[src/rtl/pwm_3l_modulator_pkg.sv]
// Shared definitions for the three-level PWM modulator.
//   - leg_state_e  : per-leg gate FSM state (2-bit encoding)
//   - DeadCntWidth : width of the dead-time down-counter (DeadCycles up to 255)
//   - DefaultWidth / DefaultDeadCycles : default parameter values
package pwm_3l_modulator_pkg;

    localparam int unsigned DefaultWidth      = 7;
    localparam int unsigned DefaultDeadCycles = 4;
    localparam int unsigned DeadCntWidth      = 8;

    typedef enum logic [1:0] {
        StOff  = 2'b00,
        StLo   = 2'b01,
        StDead = 2'b10,
        StHi   = 2'b11
    } leg_state_e;

endpackage

[src/rtl/pwm_deadtime_leg.sv]
// One half-bridge leg: gate FSM with dead-time insertion.
//   clk_i    : clock, rising edge
//   rst_i    : synchronous active-high reset (to OFF, counter cleared, gates low)
//   enable_i : 0 forces OFF on the next edge
//   raw_i    : requested side (1 = hi, 0 = lo), combinational compare result
//   hi_o     : registered hi gate
//   lo_o     : registered lo gate
// Every change of side, and every start from OFF, passes through DeadCycles cycles of
// both gates low. Gates are decoded from the next state and registered, so a gate
// always reflects the state held in the same cycle.
module pwm_deadtime_leg
    import pwm_3l_modulator_pkg::*;
#(
    parameter int unsigned DeadCycles = DefaultDeadCycles
) (
    input  logic clk_i,
    input  logic rst_i,
    input  logic enable_i,
    input  logic raw_i,
    output logic hi_o,
    output logic lo_o
);

    localparam logic [DeadCntWidth-1:0] DeadLoad = DeadCntWidth'(DeadCycles - 1);
    localparam logic [DeadCntWidth-1:0] CntOne   = DeadCntWidth'(1);

    leg_state_e              state_q, state_d;
    logic [DeadCntWidth-1:0] cnt_q, cnt_d;
    logic                    hi_q, hi_d;
    logic                    lo_q, lo_d;

    always_comb begin
        state_d = state_q;
        cnt_d   = cnt_q;
        if (!enable_i) begin
            state_d = StOff;
            cnt_d   = '0;
        end else begin
            unique case (state_q)
                StOff: begin
                    state_d = StDead;
                    cnt_d   = DeadLoad;
                end
                StLo: begin
                    if (raw_i) begin
                        state_d = StDead;
                        cnt_d   = DeadLoad;
                    end
                end
                StHi: begin
                    if (!raw_i) begin
                        state_d = StDead;
                        cnt_d   = DeadLoad;
                    end
                end
                StDead: begin
                    // raw activity inside the interval is ignored; only the final cycle decides
                    if (cnt_q == '0) begin
                        state_d = raw_i ? StHi : StLo;
                    end else begin
                        cnt_d = cnt_q - CntOne;
                    end
                end
                default: begin
                    state_d = StOff;
                    cnt_d   = '0;
                end
            endcase
        end
        hi_d = (state_d == StHi);
        lo_d = (state_d == StLo);
    end

    always_ff @(posedge clk_i) begin
        if (rst_i) begin
            state_q <= StOff;
            cnt_q   <= '0;
            hi_q    <= 1'b0;
            lo_q    <= 1'b0;
        end else begin
            state_q <= state_d;
            cnt_q   <= cnt_d;
            hi_q    <= hi_d;
            lo_q    <= lo_d;
        end
    end

    assign hi_o = hi_q;
    assign lo_o = lo_q;

endmodule

[src/rtl/pwm_3l_modulator.sv]
// Three-level (two-cell, phase-shifted carrier) PWM modulator.
//   clk_i        : clock, rising edge
//   rst_i        : synchronous active-high reset, priority over enable_i
//   enable_i     : run enable; 0 drives all gates low via OFF
//   duty_i       : modulation reference (unsigned)
//   carrier0_i   : 0-degree triangular carrier, cell 1
//   carrier180_i : 180-degree triangular carrier, cell 2
//   gate1_hi_o / gate1_lo_o : cell 1 gate pair
//   gate2_hi_o / gate2_lo_o : cell 2 gate pair
// Optional build macro PWM_DUTY_SHADOW_EN: duty_q reloads only at the carrier0 valley
// (carrier0_i == 0); otherwise duty_q follows duty_i every cycle.
module pwm_3l_modulator
    import pwm_3l_modulator_pkg::*;
#(
    parameter int unsigned Width      = DefaultWidth,
    parameter int unsigned DeadCycles = DefaultDeadCycles
) (
    input  logic             clk_i,
    input  logic             rst_i,
    input  logic             enable_i,
    input  logic [Width-1:0] duty_i,
    input  logic [Width-1:0] carrier0_i,
    input  logic [Width-1:0] carrier180_i,
    output logic             gate1_hi_o,
    output logic             gate1_lo_o,
    output logic             gate2_hi_o,
    output logic             gate2_lo_o
);

    logic [Width-1:0] duty_q, duty_d;
    logic             raw0;
    logic             raw180;

    always_comb begin
`ifdef PWM_DUTY_SHADOW_EN
        // period-aligned update: take the new reference only at the carrier0 valley
        duty_d = (carrier0_i == '0) ? duty_i : duty_q;
`else
        duty_d = duty_i;
`endif
    end

    always_ff @(posedge clk_i) begin
        if (rst_i) begin
            duty_q <= '0;
        end else begin
            duty_q <= duty_d;
        end
    end

    assign raw0   = (duty_q > carrier0_i);
    assign raw180 = (duty_q > carrier180_i);

    pwm_deadtime_leg #(
        .DeadCycles (DeadCycles)
    ) u_leg1 (
        .clk_i    (clk_i),
        .rst_i    (rst_i),
        .enable_i (enable_i),
        .raw_i    (raw0),
        .hi_o     (gate1_hi_o),
        .lo_o     (gate1_lo_o)
    );

    pwm_deadtime_leg #(
        .DeadCycles (DeadCycles)
    ) u_leg2 (
        .clk_i    (clk_i),
        .rst_i    (rst_i),
        .enable_i (enable_i),
        .raw_i    (raw180),
        .hi_o     (gate2_hi_o),
        .lo_o     (gate2_lo_o)
    );

endmodule
[config.mk]
export PLATFORM = sky130hd
export DESIGN_NAME = pwm_3l_modulator
export DESIGN_NICKNAME = d
export VERILOG_FILES = /design/src/rtl/pwm_3l_modulator_pkg.sv /design/src/rtl/pwm_deadtime_leg.sv /design/src/rtl/pwm_3l_modulator.sv
export SDC_FILE = /design/constraint.sdc
export NUM_CORES = 1
export LEC_CHECK = 0
export CORE_MARGIN = 2
export CORE_UTILIZATION = 30
export CTS_BUF_LIST = sky130_fd_sc_hd__clkbuf_8
export DETAILED_ROUTE_END_ITERATION = 16
export RECOVER_POWER = 25
export SYNTH_ARGS = -nofsm -noshare
export SYNTH_HDL_FRONTEND = slang
export SYNTH_SLANG_ARGS = --single-unit
[constraint.sdc]
create_clock -name clk_i -period 2.1 [get_ports clk_i]
set_input_delay 0.525 -clock clk_i [delete_from_list [all_inputs] [get_ports clk_i]]
set_output_delay 0.525 -clock clk_i [all_outputs]
set_load 0.05 [all_outputs]
# Word level (Yosys, flattened, before mapping)
# Index checks and enable logic that the tools add are counted.
[word_totals] latchBits=0 ram_bits=0 mem_bits_ro=0 wordCells=57 output_inout_bits=4 memories=0 register_bits=31 input_bits=24
[classes] n_mux=20 magnitude_cmp=2 bitwise_logic=1 div=0 n_mul=0 n_reduce_logical=7 shift=0 eq_ne=16 add_sub_neg=2
[ops] cell="$pmux W8 S4" count=2
[ops] cell="$mux W8" count=6
[ops] cell="$mux W2" count=10
[ops] cell="$logic_not A8 Y1" count=2
[ops] cell="$pmux W2 S4" count=2
[ops] cell="$sub A8 B1 Y8 const B" count=2
[ops] cell="$gt A7 B7 Y1" count=2
[ops] cell="$eq A2 B2 Y1 const B" count=6
[ops] cell="$eq A2 B1 Y1 const B" count=4
[ops] cell="$ne A2 B2 Y1 const B" count=4
[ops] cell="$reduce_and A3 Y1" count=2
[ops] cell="$logic_not A2 Y1" count=2
[ops] cell="$ne A2 B1 Y1 const B" count=2
[ops] cell="$reduce_or A2 Y1" count=1
[ops] cell="$not A1 Y1" count=1

# Longest topological paths before layout
[logic_depth] ltp_word=6 ltp_mapped=8 depth_no_buf=7

# Cells and area by module
# A second synthesis with hierarchy kept.
[unflattened] cells_unflattened=195 hier_area_um2=1715.4
[modules_own_cells] module="pwm_deadtime_leg" n_inst=2 seq_area_each_um2=240.2 area_per_inst_um2=596.8 cells_each=67
[modules_own_cells] module="pwm_3l_modulator" n_inst=1 seq_area_each_um2=140.1 area_per_inst_um2=521.8 cells_each=61

# Worst setup path after synthesis
# OpenSTA, ideal clock, no wires.
[synth_path] path_kind="in2reg" start="input port carrier180_i[6]" end="register u_leg2.cnt_q[6]" required_time_ns=2.028 setup_time_ns=0.072 path_buffers=0 setup_slack_ns=-0.109 stages=7 arrival_time_ns=2.138 path_cell_list="inv_1 > ha_1 > nand4_1 > or2_1 > a41o_2 > nor4b_1 > mux2i_1"
[synth_between] elab_chain_len=3 word_cells_on_any_way=4 classes_between="1 x order compare; 2 x eq/ne; 1 x reduce/logical"
[synth_lines] element="from (decl)" line="pwm_3l_modulator.sv:23" text="input logic [Width-1:0] carrier180_i,"
[synth_lines] element="$gt A7 B7 Y1 *" line="pwm_3l_modulator.sv:52" text="assign raw180 = (duty_q > carrier180_i);"
[synth_lines] element="$ne A2 B2 Y1 (no line) / $ne A2 B1 Y1 (equally long branches)"
[synth_lines] element="$reduce_and A3 Y1 (no line) *"
[synth_lines] element="to (signal assigned)" line="pwm_deadtime_leg.sv:82" text="cnt_q <= cnt_d;"
[synth_lines] element="to (decl)" line="pwm_deadtime_leg.sv:28" text="logic [DeadCntWidth-1:0] cnt_q, cnt_d;"
# Mark *: on every way between the ends. The rest lies on a longest branch, timed or not.
# A chain may end at the register's enable or synchronous reset.

# Worst setup path in the final report
[layout_path] start="input port carrier0_i[0]" end="register u_leg1.cnt_q[2]"
[layout_between] elab_chain_len=3 word_cells_on_any_way=4 classes_between="1 x order compare; 2 x eq/ne; 1 x reduce/logical"
[layout_lines] element="from (decl)" line="pwm_3l_modulator.sv:22" text="input logic [Width-1:0] carrier0_i,"
[layout_lines] element="$gt A7 B7 Y1 *" line="pwm_3l_modulator.sv:51" text="assign raw0 = (duty_q > carrier0_i);"
[layout_lines] element="$ne A2 B2 Y1 (no line) / $ne A2 B1 Y1 (equally long branches)"
[layout_lines] element="$reduce_and A3 Y1 (no line) *"
[layout_lines] element="to (signal assigned)" line="pwm_deadtime_leg.sv:82"
[layout_lines] element="to (decl)" line="pwm_deadtime_leg.sv:28"
# Marks and branches as above.

==> results.md <==
* Status: completed
* Clock Sinks at 31
* Drt drc at 0
* Total chip power at 1610 uW
* Synth Flop Type: dfxtp_1
* Post-DP HPWL at 3410 um
* Worst-Margin Slew at 0.505 ns
* DR WL/cell at 14.5 um
* Final slew viol count at 0
* Synth unique cells at 50
* Hold crit path type: reg2reg
* Worst setup path class: in2reg
* Initial Util at between 30% and 40%
* RSZ-0062 raised after global routing: true
* Post-route ant nets at 0
* P_leak at approximately 0.0012 uW
* Routability congestion estimate at 0.785
* Total CTS buffers at 5
* Row cnt at 29
* Largest net degree at the start of global routing at 13
* Nets@finish at 328
* Synth top area share at between 30% and 40%
* Gr usage total at between 10% and 20%
* Share of layout cells above drive strength 1 at a little over two fifths
* Startpoint Class: input port
* Vias in the first global route at 1,901
* Routed vias at between 1,500 and 2,000
* Worst-path clk slew at about 0.070 ns
* Die Width at 84.2 um
* Util after Layout at 49.4%
* Ys async rst share at 0%
* Fmax at 489 MHz
* Die footprint at 7090 um2
* Core area at 6280 um2
* CP max FO at 8
* Longest Clk Path Bufs at 2
* Post-Place Cell Area at 2570 um2
* Root Buffer: clkbuf_8
* Crit path DAT at 2.27 ns
* Post-Syn Area at 1930 um2
* Total Wirelength at 5310 um
* CTS tree: done
* Syn_nets at around 270
* Leading post-synthesis cells by cell area: dfxtp_1 32%, ha_1 10%, a21oi_1 4.4%
* Max Cap Viol at 0
* Hold_buf cts at 0
* Post-route setup TNS at 0 ns
* Final hold violations at 0
* VDD IR max at 329 uV
* Power per cell area at 521 nW/um2
* EDFF count, synth at 0
* Hold Slack at 0.504 ns
* First-pass detailed-route iteration total at 4
* Die height at ~84 um
* Antenna cells at 0
* Synth area leader: dfxtp_1
* Number of port buffers at 27
* Initial drt markers at between 100 and 150
* Synth Register Bits at 31
* Minimum clock period at roughly 2.0 ns
* Setup Skew at 0.00449 ns
* Syn avg cell area at 8.50 um2
* Clock latency on the worst-skew pair at 0.28 ns
* Initial antenna violation count at 0
* CP Capture Type: flip-flop
* Post-route cell area at 3100 um2
* H-tree levels at 2
* First-pass GRT wire length at about 8900 um
* Req. time, crit path at approximately 2.3 ns
* Congestion Overflow GR at 0
* Area grow syn2layout at 60.7%
* Rel. slew slack at 66.3%
* Setup violators final at 0
* Post-Syn Instances at 227
* Vias/cell at 5.14
* Seq/Total Area, Yosys at 32.2%
* Yosys warnings at 0
* Fin crit share at 97.4%
* # IOs at 28
-- logic make-up (layout without fill, tap and decap cells) --
group | after synthesis | in the layout | synth area share [%]
DFF | 31 | 31 | 32.2
and+or+nand+nor | 90 | 90 | 28.9
adders and majority gates | 16 | 16 | 10.4
muxes | 6 | 6 | 3.11
buffers and inverters | 26 | 87 | 5.19
AOI/OAI and AO/OA | 58 | 59 | 20.2
-- path summary, 6_finish.rpt --
check | from | endpoint | slack (ns) | depth (start not counted)
worst max-delay path | carrier0_i[0] | u_leg1.cnt_q[2]$_SDFFE_PP0P_ | 0.05 | 8
worst min-delay path | u_leg1.cnt_q[1]$_SDFFE_PP0P_ | u_leg1.cnt_q[1]$_SDFFE_PP0P_ | 0.50 | 1
worst max register to register | u_leg1.cnt_q[0]$_SDFFE_PP0P_ | u_leg1.cnt_q[4]$_SDFFE_PP0P_ | 0.07 | 6
worst min register to register | u_leg1.cnt_q[1]$_SDFFE_PP0P_ | u_leg1.cnt_q[1]$_SDFFE_PP0P_ | 0.50 | 1
-- Yosys cell counts, drive strengths merged (2+ instances only) --
master / number
dfxtp: 31
nor2: 20
inv: 19
a21oi: 17
ha: 16
nand2: 10
o21ai: 10
nor2b: 9
nor4: 9
o211ai: 9
or4: 9
nor3: 7
o31ai: 7
mux2i: 6
o21a: 6
clkbuf: 4
nand3: 4
buf: 3
nor4b: 3
or3: 3
a211oi: 2
a21o: 2
nand2b: 2
nand3b: 2
nand4: 2
or2: 2
-- what timing repair did --
action / 4_1_cts / 5_1_grt
pin swaps: 40 / 21
cloned: 1 / 0
endpoints found under the hold margin: 0 / 0
buffers inserted: 9 / 3
gates resized for setup: 63 / 39
setup endpoints to repair: 23 / 19
-- flip-flops by register name, indices dropped and copies added, names as in the netlist --
| register | flops |
|---|---|
| u_leg1.cnt_q | 8 |
| u_leg2.cnt_q | 8 |
| duty_q | 7 |
| u_leg1.state_q | 2 |
| u_leg2.state_q | 2 |
| u_leg1.hi_o | 1 |
| u_leg1.lo_o | 1 |
| u_leg2.hi_o | 1 |
| u_leg2.lo_o | 1 |
-- placed cells by master, fill, tap and decap left out, types with 5 or more instances in the layout --
cell             count
a21oi_1              5
a21oi_2             10
buf_4               27
clkbuf_2             8
clkbuf_8             7
clkdlybuf4s50_1     12
dfxtp_1             30
ha_4                13
inv_1                8
inv_2               11
mux2i_1              6
nand2_1             10
nor2_1              18
nor2b_1              9
nor3_1               5
nor4_4               6
o211ai_1             9
o21a_1               6
o21ai_0              6
or4_4                8
-- metal layers --
layer  track usage (%)  routed length (um)  vias up
li1                  -                   -      961
met1              20.8                2600      873
met2              24.9                2390       36
met3              3.05                 201       11
met4              5.43                 116        0
met5                 0                   0        -
-- area by class of cell --
type                       instances  area, um2
multi-input combinational        171       1700
sequential                        31        622
clock inverter                     1       7.51
inverter                          19       71.3
clock buffer                       7       96.3
timing repair buffer              60        505
tap                               77       96.3
fill                             572       3180
-- per-stage QoR --
stage / worst slack (ns) / cells
3_5_place_dp: -0.808 / 345
2_1_floorplan: -0.0480 / 227
6_report: 0.0547 / 366
5_1_grt: -0.0164 / 366
3_3_place_gp: -0.689 / 345
4_1_cts: 0.00567 / 363
-- critical path, cell delays in order --
cell and delay (ns):
dlygate4sd2_1 0.26, ha_4 0.15, nand3b_1 0.20, a21oi_2 0.23
o31ai_4 0.12, buf_6 0.15, or4_4 0.51, a21oi_2 0.12
-- report_power, final --
group	internal [uW]	switching, uW
Sequential	610	24.4
Clock	298	235
Combinational	239	208
Total	1150	467
(Power assumes the default switching activity.)
